===== config.mk =====
export PLATFORM = sky130hd
export DESIGN_NAME = mac_seq_ctrl
export DESIGN_NICKNAME = d
export VERILOG_FILES = /design/src/rtl/mac_seq_ctrl.sv
export SDC_FILE = /design/constraint.sdc
export NUM_CORES = 1
export LEC_CHECK = 0
export BUFFER_PORTS_ARGS = -buffer_cell sky130_fd_sc_hd__buf_4
export CORE_AREA = 4 4 99 147
export DETAILED_ROUTE_END_ITERATION = 10
export DIE_AREA = 0 0 103 151
export SLEW_MARGIN = 20
export SYNTH_ARGS = -nofsm -noshare
export SYNTH_HDL_FRONTEND = slang
export SYNTH_SLANG_ARGS = --single-unit

===== constraint.sdc =====
create_clock -name clk -period 3.2 [get_ports clk]
set_input_delay 0.16 -clock clk [delete_from_list [all_inputs] [get_ports clk]]
set_output_delay 0.16 -clock clk [all_outputs]
set_load 0.02 [all_outputs]

===== src/rtl/mac_seq_ctrl.sv =====
// Command sequencer for an FP8 MAC cell: clears the accumulator, streams operand
// beats into the cell, waits for every result pulse (with timeout) and returns the final result.
module mac_seq_ctrl #(
  parameter int unsigned K_MAX   = 256,
  parameter int unsigned TIMEOUT = 64,
  parameter int unsigned LEN_W   = $clog2(K_MAX + 1)
) (
  input  logic              clk,
  input  logic              rst,
  input  logic              cmd_valid,
  output logic              cmd_ready,
  input  logic [LEN_W-1:0]  cmd_len,
  input  logic              cmd_mode_fp8,
  input  logic              cmd_bf16_en,
  input  logic              abort,
  input  logic              op_valid,
  output logic              op_ready,
  input  logic [7:0]        op_a,
  input  logic [7:0]        op_b,
  output logic [7:0]        mac_a,
  output logic [7:0]        mac_b,
  output logic              mac_valid_a,
  output logic              mac_valid_b,
  output logic              mac_acc_en,
  output logic              mac_acc_clear,
  output logic              mac_mode_fp8,
  output logic              mac_out_bf16_en,
  input  logic              mac_ready_a,
  input  logic              mac_ready_b,
  input  logic              mac_c_valid,
  input  logic [7:0]        mac_c_fp8,
  input  logic [15:0]       mac_c_bf16,
  output logic              res_valid,
  input  logic              res_ready,
  output logic [7:0]        res_fp8,
  output logic [15:0]       res_bf16,
  output logic              res_err,
  output logic              busy
);

  localparam int unsigned TMO_W = $clog2(TIMEOUT + 1);

  typedef enum logic [2:0] {
    S_IDLE   = 3'd0,
    S_CLEAR  = 3'd1,
    S_FEED   = 3'd2,
    S_DRAIN  = 3'd3,
    S_RESULT = 3'd4
  } state_t;

  state_t           state;
  state_t           state_nxt;
  logic [LEN_W-1:0] len_q;
  logic [LEN_W-1:0] issue_cnt;
  logic [LEN_W-1:0] done_cnt;
  logic [TMO_W-1:0] tmo_cnt;
  logic [LEN_W:0]   done_sum;
  logic             cmd_hs;
  logic             op_hs;
  logic             cap_en;
  logic             done_hit;

  assign cmd_hs   = cmd_valid & cmd_ready;
  assign op_hs    = op_valid & op_ready;
  assign cap_en   = mac_c_valid & ((state == S_CLEAR) | (state == S_FEED) | (state == S_DRAIN));
  // A pulse landing in the same cycle counts toward completion.
  assign done_sum = (LEN_W+1)'(done_cnt) + (LEN_W+1)'(mac_c_valid);
  assign done_hit = (done_sum == (LEN_W+1)'(len_q));

  // State register
  always_ff @(posedge clk or posedge rst) begin
    if (rst) state <= S_IDLE;
    else     state <= state_nxt;
  end

  // Next-state logic; abort overrides every other transition
  always_comb begin
    state_nxt = state;
    if (abort && (state != S_IDLE)) begin
      state_nxt = S_IDLE;
    end else begin
      case (state)
        S_IDLE:   if (cmd_valid) state_nxt = (cmd_len == '0) ? S_RESULT : S_CLEAR;
        S_CLEAR:  state_nxt = S_FEED;
        S_FEED:   if (op_hs && (issue_cnt == LEN_W'(1))) state_nxt = S_DRAIN;
        S_DRAIN: begin
          if (done_hit)                        state_nxt = S_RESULT;
          else if (tmo_cnt <= TMO_W'(1))       state_nxt = S_RESULT;
        end
        S_RESULT: if (res_ready) state_nxt = S_IDLE;
        default:  state_nxt = S_IDLE;
      endcase
    end
  end

  // State-decoded outputs
  always_comb begin
    cmd_ready     = (state == S_IDLE);
    busy          = (state != S_IDLE);
    mac_acc_clear = (state == S_CLEAR);
    res_valid     = (state == S_RESULT);
    op_ready      = (state == S_FEED) & mac_ready_a & mac_ready_b & (issue_cnt != '0) & ~abort;
  end

  // Datapath: operand issue, counters, result capture
  always_ff @(posedge clk or posedge rst) begin
    if (rst) begin
      len_q           <= '0;
      issue_cnt       <= '0;
      done_cnt        <= '0;
      tmo_cnt         <= '0;
      mac_a           <= '0;
      mac_b           <= '0;
      mac_valid_a     <= 1'b0;
      mac_valid_b     <= 1'b0;
      mac_acc_en      <= 1'b0;
      mac_mode_fp8    <= 1'b0;
      mac_out_bf16_en <= 1'b0;
      res_fp8         <= '0;
      res_bf16        <= '0;
      res_err         <= 1'b0;
    end else begin
      mac_valid_a <= op_hs;
      mac_valid_b <= op_hs;
      mac_acc_en  <= op_hs;
      if (op_hs) begin
        mac_a     <= op_a;
        mac_b     <= op_b;
        issue_cnt <= issue_cnt - LEN_W'(1);
      end

      if (cmd_hs) begin
        len_q           <= cmd_len;
        mac_mode_fp8    <= cmd_mode_fp8;
        mac_out_bf16_en <= cmd_bf16_en;
        res_fp8         <= '0;
        res_bf16        <= '0;
        res_err         <= 1'b0;
      end

      if (state == S_CLEAR) begin
        issue_cnt <= len_q;
        done_cnt  <= LEN_W'(mac_c_valid);
      end else if (cap_en) begin
        done_cnt  <= done_cnt + LEN_W'(1);
      end

      if (cap_en) begin
        res_fp8  <= mac_c_fp8;
        res_bf16 <= mac_c_bf16;
      end

      if ((state == S_FEED) && (state_nxt == S_DRAIN)) tmo_cnt <= TMO_W'(TIMEOUT);
      else if (state == S_DRAIN)                       tmo_cnt <= tmo_cnt - TMO_W'(1);

      // Timeout exit keeps whatever result was last captured
      if ((state == S_DRAIN) && (state_nxt == S_RESULT) && !done_hit) res_err <= 1'b1;
    end
  end

endmodule


After elaboration in Yosys (flattened, before gate mapping)
Cells that the tools add are included.
- output and inout bits: 51
- flip-flop bits (word level): 81
- order comparisons: 1
- equal/unequal tests: 8
- $add $sub $neg: 4
- multiplexer cells: 20
- reductions and logical operators: 15
- bitwise logic cells: 10
- operator list (cell ; number):
    $mux 9 ; 4
    $mux 16 ; 2
    $mux 3 ; 7
    $mux 8 ; 2
    $pmux 3 s5 ; 1
    $mux 7 ; 2
    $add 9x1->10 ; 1
    $eq 10x9->1 ; 1
    $reduce_bool 2->1 ; 5
    $add 9x1->9 const B ; 1
    $eq 3x2->1 const B ; 3
    $eq 9x1->1 const B ; 1
    $logic_not 9->1 ; 1
    $reduce_bool 9->1 ; 1
    $sub 9x1->9 const B ; 1
    $and 1x1->1 ; 7
    $le 7x1->1 const B ; 1
    $sub 7x1->7 const B ; 1
    $eq 3x3->1 const B ; 2
    $logic_and 1x1->1 ; 5
    $eq 3x1->1 const B ; 1
    $logic_not 3->1 ; 1
    $reduce_bool 3->1 ; 1
    $mux 1 ; 2
    3 further kinds ; 4

Longest topological paths before layout
Gate-level depths: netlist (run 1).
- depth in word-level cells: 14
- mapped depth: 9
- gate-level depth less buffers: 7

Least setup slack after synthesis (run 1)
No wires, ideal clock.
- kind: reg2reg
- start: register done_cnt[0]
- end: register res_err
- path buffers: 0
- period minus slack after synthesis: 2.036 ns
- setup slack: 1.164 ns
- stages on the path, launching flop included: 8
- arrival: 1.898 ns
- required time: 3.062 ns
- cells stage by stage: dfrtp_1 -> ha_1 -> ha_1 -> xor2_1 -> a211oi_1 -> o221ai_2 -> nor4_2 -> o21ai_0
- word-level cells in the longest chain between the ends: 9
- ends and longest elaborated chain (item ; RTL line ; RTL):
    start: declaration ; 55 ; logic [LEN_W-1:0] done_cnt;
    start signal: assignment ; 143 ; done_cnt <= LEN_W'(mac_c_valid);
    start signal: assignment ; 145 ; done_cnt <= done_cnt + LEN_W'(1);
    $add 9x1->10 * ; 67 ; assign done_sum = (LEN_W+1)'(done_cnt) + (LEN_W+1)'(mac_c_valid);
    $eq 10x9->1 * ; 68 ; assign done_hit = (done_sum == (LEN_W+1)'(len_q));
    $mux 3 ; 87 ; if (done_hit) state_nxt = S_RESULT;
    $pmux 3 s5 ; 82 ; case (state)
    $mux 3 ; 79 ; if (abort && (state != S_IDLE)) begin
    $eq 3x3->1 ; 157 ; if ((state == S_DRAIN) && (state_nxt == S_RESULT) && !done_hit) res_err <= 1'b1;
    $logic_and 1x1->1 ; 157 ;
    $logic_and 1x1->1 * ; 157 ;
    $mux 1 / $reduce_bool 2->1 (equally long branches) ; n/a ;
    end signal: assignment ; 121 ; res_err <= 1'b0;
    end signal: assignment ; 138 ; res_err <= 1'b0;
    end signal: assignment ; 157 ;
    end: declaration ; 37 ; output logic res_err,
Mark *: on every way between the ends. The rest lies on a longest branch, timed or not.
A chain may end at the register's enable or synchronous reset.

Worst setup path after layout (run 1)
- start: register issue_cnt[4]
- end: register issue_cnt[3]
- word-level cells in the longest chain between the ends: 5
- ends and longest elaborated chain (item ; RTL line ; RTL):
    start: declaration ; 54 ; logic [LEN_W-1:0] issue_cnt;
    start signal: assignment ; 129 ; issue_cnt <= issue_cnt - LEN_W'(1);
    start signal: assignment ; 142 ; issue_cnt <= len_q;
    $reduce_bool 9->1 ; 102 ; op_ready = (state == S_FEED) & mac_ready_a & mac_ready_b & (issue_cnt != '0) & ~abort;
    $and 1x1->1 (2 in series) ; 102 ;
    $and 1x1->1 ; 64 ; assign op_hs = op_valid & op_ready;
    $reduce_bool 2->1 (no line) ; n/a ;
No other way between the ends.

==> results of run 1 <==
## worst max-delay path: stages (launching register included)
cell	delay, ns
dfrtp_1	0.45
nor4_4	0.37
nand3_1	0.20
nand2_2	0.37
inv_1	0.41
a32o_1	0.36
a31o_2	0.20
## stage by stage
step | worst slack, ns | cells | hold WS (ns) | total power [uW]
CTS | 0.6786 | 646 | 0.005198 | 4952
detailed placement | 0.6935 | 630 | 0.3251 | 3977
finish | 0.7184 | 646 | 0.009848 | 4898
floorplan | 0.9599 | 376 | 0.2654 | 3160
global route | 0.5390 | 646 | 0.01035 | 5229
global placement | 0.7700 | 630 | 0.3114 | 3922
## sequential cells by signal, indices dropped and copies added, names as in the netlist, 3 cells and up
signal,count
done_cnt,9
issue_cnt,9
len_q,9
mac_a,8
mac_b,8
res_bf16,16
res_fp8,8
state,3
tmo_cnt,7
## power breakdown
part	internal, uW	switching, uW	total, uW
clock	544	405	949
combinational	939	1100	2040
sequential	1470	438	1910
total	2950	1940	4900
## layer usage
metal | vias to the layer above | global-route usage [%] | part of all wire [%]
met1 | 1547 | 16.20 | 43
met5 | - | 0 | 0
met4 | 0 | 5.962 | 2.1
met3 | 16 | 3.180 | 6.3
met2 | 90 | 20.63 | 48
li1 | 1533 | - | -
## logic make-up (layout without fill, tap and decap cells)
kind of cell / count (synthesis) / count (layout)
xor gates and xnor gates: 23 / 23
DFF: 81 / 81
AOI/OAI and AO/OA: 67 / 67
buffers and inverters: 32 / 140
muxes: 12 / 12
and+or+nand+nor: 153 / 153
adders and majority gates: 8 / 8
## Yosys cell counts (all sizes together), types with 2 or more instances
cell / n / area share [%]
a22o: 25 / 5.6
xnor2: 8 / 1.8
mux2: 11 / 3.2
dfrtp: 81 / 52
nor3b: 3 / 0.83
clkbuf: 5 / 0.48
inv: 11 / 1.1
o21ai: 11 / 1.4
ha: 8 / 2.6
nand2: 73 / 7.1
and3b: 2 / 0.45
o221ai: 2 / 0.61
and3: 6 / 0.96
nand3: 10 / 1.3
or3: 2 / 0.32
and2: 2 / 0.32
nor3: 11 / 1.5
nor4: 6 / 1.7
nor2b: 2 / 0.32
a31oi: 2 / 0.32
o211a: 2 / 0.51
a211oi: 2 / 0.38
xor2: 15 / 3.4
a21oi: 7 / 0.90
nand4: 9 / 1.4
buf: 16 / 2.6
nand2b: 2 / 0.32
a32o: 2 / 0.51
nor2: 21 / 2.0
## timing repair
action	in CTS	in global routing
hold endpoints to repair	40	0
setup buffers	0	0
hold buffers	1	0
## worst max path at each step
| stage | to |
|---|---|
| 5_1_grt | issue_cnt[3] |
| 3_3_place_gp | issue_cnt[3] |
| 3_5_place_dp | issue_cnt[3] |
| 6_report | issue_cnt[3] |
| 2_1_floorplan | done_cnt[0] |
| 4_1_cts | issue_cnt[3] |
## layout by cell type, fill, tap and decap left out, types with 3 or more instances in the layout
| cell | count |
|---|---|
| buf_4 | 113 |
| dfrtp_1 | 81 |
| nand2_1 | 72 |
| a22o_1 | 25 |
| nor2_1 | 21 |
| xor2_1 | 15 |
| mux2_2 | 11 |
| inv_1 | 10 |
| nand3_1 | 10 |
| o21ai_0 | 10 |
| nor3_1 | 10 |
| nand4_1 | 9 |
| clkbuf_16 | 9 |
| xnor2_1 | 8 |
| ha_1 | 8 |
| and3_1 | 6 |
| a21oi_1 | 6 |
| nor4_1 | 3 |
## cell type report
cell class,instances,area share (%)
clock buffers,11,4.721
clock inverters,4,0.5841
inverters,11,0.8275
multi-input cells,263,33.80
flip-flops and latches,81,39.43
well taps,162,3.943
repair buffers,114,16.70
==> out/qor.csv, run 1 <==
stage,metric,value,unit
synthesis,ys.warnings.count,0,
synthesis,syn_inst,376,
final_layout,num_antenna_cells,0,
timing,max_freq,403.0,MHz
route,wire_per_inst,15.14,um
placement,placed_area,0.004851,mm^2
timing,fin_skew,0.007567,ns
outcome,status,"finished, final reports clean",
placement,io_buffers,110,
worst_setup_path,path_class,flop to flop,
worst_hold_path,hold_path.class,input port to flop,
timing,drv_slew,0,
power_and_ir_drop,power_density,952.7,mW/mm^2
global_routing,grt_first_pass_wirelength,15790,um
final_layout,multi_input_area,0.001738,mm^2
placement,dpl.hpwl,7416,um
worst_hold_path,hold_start,op_b[3],
global_routing,gr-total-overflow,0,
worst_setup_path,startpoint_type,flop,
synthesis,syn_avg_cell_area,10.40,um^2
clock_network,clk_path_buf_depth,2,
timing,hold_viol,0,
final_layout,final_cell_area,0.005141,mm^2
floorplanning,coreArea,0.01340,mm^2
route,vias_per_cell,4.932,
worst_setup_path,rrSetupSlack,0.72,ns
worst_setup_path,cp.arrival,2.71,ns
global_routing,antenna_found_initial,0,
final_layout,nets,548,
final_layout,drive_gt1_share,31.40,%
synthesis,synth_mux_area_share,3.425,%
final_layout,ff_latch_area,0.002027,mm^2
synthesis,synthDistinctLibCells,57,
timing,worst_pin_slew,0.8496,ns
clock_network,ctsResizeCount,0,
timing,final.setup.tns,0,ns
route,drtPass1Iterations,4,
floorplanning,die_y,151,um
synthesis,synth_fa_ha_area_share,2.561,%
synthesis,synth_compound_area_share,13.48,%
global_routing,grt_pass1_vias,3289,
power_and_ir_drop,p_leak,0.002459,uW
worst_setup_path,reg2reg_from,issue_cnt[4],
synthesis,yosysSeqAreaShare,51.86,%
worst_hold_path,min_to,mac_b[3],
timing,maxSlewHeadroom,42.93,%
timing,min_period,2.482,ns
run,drv_cap,0,
floorplanning,die-area,0.01555,mm^2
final_layout,area_delta_synth_final,31.53,%
worst_setup_path,crit_fanout,23,
synthesis,synth-edff-count,0,
route,wl,9778,um
clock_network,cts_buffers,9,
timing,period_share,77.55,%
clock_network,tritoncts,done,
synthesis,yosys.area_share.xor_xnor,5.154,%
worst_setup_path,cp_data_required_time,3.43,ns
clock_network,clk_latency,0.34,ns
global_routing,grt_start_max_net_pins,43,
floorplanning,dieWidth,103,um
synthesis,async_flop_share,100.0,%
final_layout,fillers,1338,
worst_setup_path,startpoint,issue_cnt[4],
synthesis,ys_ff_latch,81,
clock_network,clk_pin_slew,0.06,ns
timing,setup_violations,0,
synthesis,synth-main-ff-cell,dfrtp_1,
synthesis,synthSimpleGateAreaFrac,19.40,%
placement,place.gp.congestion,0.8898,
final_layout,post-route-util,38.36,%
floorplanning,start_util,29.16,%
clock_network,cts-htree-levels,3,
timing,rsz0062_at_grt,no,
synthesis,syn-cell-area,0.003909,mm^2
floorplanning,io_pins,111,
worst_setup_path,end_kind,flop,
route,drc,0,
clock_network,clock-sinks,81,
synthesis,synth_nets,444,
global_routing,grt_util_all_layers,12.89,%
power_and_ir_drop,max-vdd-ir-drop,492.8,uV
synthesis,synth_top_family_by_area,simple AND/OR/NAND/NOR gates,
worst_setup_path,r2r_end,issue_cnt[3],
clock_network,cts_root_buf,clkbuf_16,
worst_setup_path,r2r.worst_path.cells,6,
route,drt_iter0_markers,143,
route,antenna_left,0,
worst_hold_path,min_path_cells,3,
route,route.vias.total,3186,
floorplanning,num_rows,52,
Note: power is estimated with default switching activity, not from simulation.
==> run 2, diff against run 1 <==
clock period = 2.3 ns   (was 3.2 ns; I/O delays follow)
==> out/qor.csv, run 2 (synthesis gave the netlist of run 1 again) <==
stage,metric,value,unit
worst_hold_path,hold_path.class,input port to flop,
clock_network,tritoncts,done,
timing,maxSlewHeadroom,46.96,%
run,drv_cap,0,
worst_setup_path,path_class,flop to flop,
worst_setup_path,cp_data_required_time,2.50,ns
final_layout,largest_reg_flops,16,
placement,dpl.hpwl,7341,um
final_layout,final_cell_mix,"buf_4 (121), dfrtp_1 (81), nand2_1 (72)",
timing,setup_violations,0,
timing,rsz0062_at_grt,no,
outcome,status,"finished, final reports clean",
timing,final.setup.tns,0,ns
floorplanning,io_pins,111,
timing,fin_skew,0.005139,ns
worst_setup_path,cp.arrival,2.30,ns
final_layout,regMostFlops,res_bf16,
global_routing,grt_first_pass_wirelength,16770,um
floorplanning,start_util,29.16,%
clock_network,clock-sinks,81,
route,route.vias.total,3348,
power_and_ir_drop,max-vdd-ir-drop,636.6,uV
placement,pre_cts_slack,0.1253,ns
global_routing,gr-total-overflow,0,
worst_setup_path,crit_fanout,4,
clock_network,cts-htree-levels,3,
floorplanning,dieWidth,103,um
worst_setup_path,end_kind,flop,
clock_network,cts_root_buf,clkbuf_16,
floorplanning,num_rows,52,
route,wire_per_inst,15.01,um
timing,drv_slew,0,
clock_network,cts_buffers,9,
timing,worst_pin_slew,0.7956,ns
final_layout,layout_commonest_cell,buf_4,
final_layout,drive_gt1_share,30.06,%
worst_setup_path,startpoint_type,flop,
clock_network,clk_latency,0.34,ns
timing,max_freq,477.1,MHz
power_and_ir_drop,p_leak,0.002675,uW
floorplanning,die_y,151,um
timing,holdWs,0.01029,ns
final_layout,nets,594,
global_routing,grt_util_all_layers,13.84,%
final_layout,fillers,1289,
route,vias_per_cell,4.845,
final_layout,num_antenna_cells,0,
timing,setup_ws,0.2039,ns
timing,period_share,91.14,%
route,antenna_left,0,
route,drt_iter0_markers,132,
global_routing,antenna_found_initial,0,
route,drtPass1Iterations,4,
route,drc,0,
final_layout,area_delta_synth_final,43.50,%
clock_network,clk_pin_slew,0.06,ns
timing,hold_viol,0,
placement,io_buffers,110,
clock_network,clk_path_buf_depth,2,
placement,place.gp.congestion,0.8447,
floorplanning,coreArea,0.01340,mm^2
power_and_ir_drop,power_density,1268,mW/mm^2
global_routing,grt_pass1_vias,3463,
final_layout,post-route-util,41.85,%
global_routing,grt_start_max_net_pins,46,
timing,min_period,2.096,ns
route,wl,10370,um
floorplanning,die-area,0.01555,mm^2
## run 2: changes by cell type in the layout (fill, tap and decap cells not counted)
| cell | before | now |
|---|---|---|
| nor4_4 | 1 | 2 |
| a21oi_4 | 1 | 0 |
| clkinvlp_4 | 1 | 0 |
| clkbuf_8 | 1 | 0 |
| dlygate4sd3_1 | 1 | 39 |
| bufinv_16 | 0 | 2 |
| buf_4 | 113 | 121 |
| a21oi_2 | 0 | 1 |
| clkinv_2 | 2 | 3 |
| clkinv_4 | 2 | 0 |
| nor4_2 | 2 | 1 |
## run 2: path summary, 6_finish.rpt
check | slack [ns] | from | end | depth (start not counted)
setup reg to reg | 0.20 | done_cnt[0] | state[1] | 7
setup / recovery | 0.20 | done_cnt[0] | state[1] | 7
hold / removal | 0.01 | mac_c_bf16[8] | res_bf16[8] | 2
max in group asynchronous | 1.07 | rst | res_bf16[11] | 4
min in group asynchronous | 0.48 | rst | res_fp8[2] | 3
hold reg to reg | 0.47 | mac_a[7] | mac_a[7] | 2
## run 2: metrics by stage
step	cell area [um^2]	power, uW	instances
2_1_floorplan	3909	4396	376
3_3_place_gp	4911	5516	638
3_5_place_dp	4911	5592	638
4_1_cts	5600	7178	691
5_1_grt	5609	7584	691
6_report	5609	7112	691
## run 2: cell type report
cell class                 count  area (um^2)  share of cell area (%)
tap                          162        202.7                   3.614
timing repair buffer         160         1299                   23.15
sequential                    81         2027                   36.14
multi-input combinational    263         1739                   31.01
inverter                      11        42.54                  0.7584
clock buffer                  10        229.0                   4.082
clock inverter                 4        70.07                   1.249
## run 2: critical path, cell delays in order, from the launching register on
cell	delay, ns
dfrtp_1	0.38
ha_1	0.23
ha_1	0.30
xor2_1	0.14
a211oi_1	0.28
o221ai_2	0.17
nor4_4	0.33
o21ai_0	0.14
## run 2: timing repair
item	4_1_cts	5_1_grt
hold endpoints to repair	81	0
hold buffers	39	0
setup buffers	0	0
gates resized for setup	0	1
setup endpoints to repair	0	1
## run 2: layer usage
metal | routed length [um] | part of all wire (%) | track usage, %
met5 | 0 | 0 | 0
met4 | 207 | 2.0 | 5.250
met2 | 5239 | 51 | 23.17
met3 | 711 | 6.9 | 4.240
met1 | 4210 | 41 | 16.46
## run 2: report_power, final
group / internal [uW] / switching [uW] / total, uW
sequential: 2050 / 584 / 2630
clock: 935 / 546 / 1480
combinational: 1390 / 1600 / 3000
==> run 3, diff against run 2 <==
HOLD_SLACK_MARGIN = 0.08   (was unset)
clock period = 2.7 ns   (was 2.3 ns; I/O delays follow)
==> out/qor.csv, run 3 (synthesis gave the netlist of run 1 again) <==
stage,metric,value,unit
outcome,status,"finished, final reports clean",
timing,worst_pin_slew,0.7933,ns
worst_setup_path,cp_data_required_time,2.89,ns
floorplanning,io_pins,111,
final_layout,area_delta_synth_final,46.51,%
worst_setup_path,startpoint_type,input port,
route,drt_iter0_markers,160,
worst_setup_path,r2r_end,state[1],
worst_hold_path,min_path_cells,4,
worst_setup_path,reg2reg_from,done_cnt[0],
power_and_ir_drop,p_switching,2323,uW
floorplanning,start_util,29.16,%
timing,hold_viol,0,
worst_setup_path,end_kind,flop,
route,antenna_left,0,
global_routing,grt_util_all_layers,13.72,%
power_and_ir_drop,p_int,3721,uW
timing,final.setup.tns,0,ns
floorplanning,die-area,0.01555,mm^2
worst_setup_path,critPathSlowestCell,dlygate4sd3_1,
worst_hold_path,hold_path.class,input port to flop,
final_layout,nets,604,
global_routing,antenna_found_initial,0,
clock_network,clk_path_buf_depth,2,
final_layout,fin_cells,703,
clock_network,clock-sinks,81,
power_and_ir_drop,power_density,1055,mW/mm^2
worst_setup_path,cpMostUsedCell,ha_1,
final_layout,fillers,1262,
worst_setup_path,cp_top_family,buffers and inverters,
worst_setup_path,path_buf_inv,2,
timing,setup_violations,0,
route,route.vias.total,3396,
clock_network,cts_buffers,9,
worst_setup_path,crit_fanout,4,
clock_network,tritoncts,done,
power_and_ir_drop,max-vdd-ir-drop,504.3,uV
worst_hold_path,hold_start,abort,
global_routing,grt_first_pass_wirelength,16980,um
power_and_ir_drop,power_switching_share,38.43,%
power_and_ir_drop,total_power,6044,uW
floorplanning,coreArea,0.01340,mm^2
clock_network,cts-htree-levels,3,
worst_hold_path,min_to,state[1],
route,wl,10370,um
placement,io_buffers,110,
power_and_ir_drop,clock_power_share,21.5,%
global_routing,gr-total-overflow,0,
worst_setup_path,cp_cell_sequence,dlygate4sd3_1 -> buf_4 -> ha_1 -> ha_1 -> xor2_1 -> a211oi_1 -> o221ai_2 -> nor4_2 -> o21ai_0,
placement,place.gp.congestion,0.8321,
timing,max_freq,430.7,MHz
final_layout,regMostFlops,res_bf16,
timing,rsz0062_at_grt,no,
route,vias_per_cell,4.831,
route,drtPass1Iterations,4,
final_layout,layout_commonest_cell,buf_4,
placement,dpl.hpwl,7280,um
power_and_ir_drop,seq_power_share,37.4,%
final_layout,num_antenna_cells,0,
global_routing,grt_start_max_net_pins,44,
clock_network,clk_pin_slew,0.06,ns
timing,period_share,85.98,%
final_layout,final_cell_area,0.005727,mm^2
timing,drv_slew,0,
final_layout,drive_gt1_share,28.65,%
timing,fin_skew,0.009347,ns
route,wire_per_inst,14.75,um
floorplanning,dieWidth,103,um
floorplanning,num_rows,52,
final_layout,multi_input_area,0.001730,mm^2
clock_network,cts_root_buf,clkbuf_16,
clock_network,ctsResizeCount,0,
run,drv_cap,0,
worst_setup_path,r2r.worst_path.cells,7,
worst_setup_path,rrSetupSlack,0.40,ns
worst_setup_path,cp.arrival,2.51,ns
timing,min_period,2.322,ns
final_layout,ff_latch_area,0.002027,mm^2
floorplanning,die_y,151,um
worst_setup_path,max_stage_delay,0.53,ns
timing,maxSlewHeadroom,47.11,%
power_and_ir_drop,p_leak,0.002708,uW
clock_network,clk_latency,0.33,ns
placement,dp.cells,633,
power_and_ir_drop,combPwrFrac,41.1,%
worst_setup_path,path_class,input port to flop,
route,drc,0,
worst_setup_path,startpoint,mac_c_valid,
final_layout,largest_reg_flops,16,
placement,placed_area,0.004873,mm^2
final_layout,final_cell_mix,"buf_4 (116), dfrtp_1 (81), nand2_1 (72)",
global_routing,grt_pass1_vias,3522,
final_layout,post-route-util,42.73,%
[run 3: cell count changes in the layout (fill, tap and decap cells not counted), sizes merged]
cell / before / now
buf: 121 / 116
clkinv: 3 / 2
clkinvlp: 0 / 2
dlygate4sd3: 39 / 54
clkbuf: 10 / 11
[run 3: final cells by class]
type	instances	area share [%]
flip-flops and latches	81	35.39
repair buffers	170	24.64
clock inverters	5	1.398
multi-input cells	263	30.22
well taps	162	3.539
clock buffers	11	4.064
inverters	11	0.7428
[run 3: per-stage QoR]
| stage | worst slack (ns) | hold slack, ns |
|---|---|---|
| final | 0.3784 | 0.1306 |
| after global routing | 0.2111 | 0.1506 |
| after CTS | 0.3850 | 0.1198 |
| after detailed placement | 0.3878 | 0.3215 |
| after global placement | 0.5057 | 0.2963 |
| after floorplan | 0.4849 | 0.2404 |
[run 3: power by group through the flow]
stage	combinational, uW	sequential (uW)	clock (uW)
finish	2490	2260	1300
global route	2710	2340	1380
CTS	2520	2260	1330
detailed placement	2440	2260	0
global placement	2400	2260	0
floorplan	1260	2490	0
[run 3: routing by layer]
layer  track usage [%]  wire length, um  up-vias
met2             23.68             5326      102
met5                 0                0        -
met4             4.731              157        0
met3             3.272              565       11
li1                  -                -     1646
met1             16.47             4322     1637
[run 3: worst min-delay path, delay by kind of cell]
family	cells	cell delay (ns)
and+or+nand+nor	2	0.11
buffers and inverters	1	0.10
AOI/OAI and AO/OA	1	0.07
[run 3: worst max-delay path by stage]
stage	end	slack, ns	depth (start not counted)
floorplan	done_cnt[0]	0.48	1
global placement	res_err	0.51	7
detailed placement	state[1]	0.39	7
CTS	state[1]	0.39	9
global route	state[1]	0.21	9
finish	state[1]	0.38	9
[run 3: timing repair]
action	4_1_cts	5_1_grt
hold buffers	54	0
hold endpoints to repair	94	0
buffers inserted	0	0
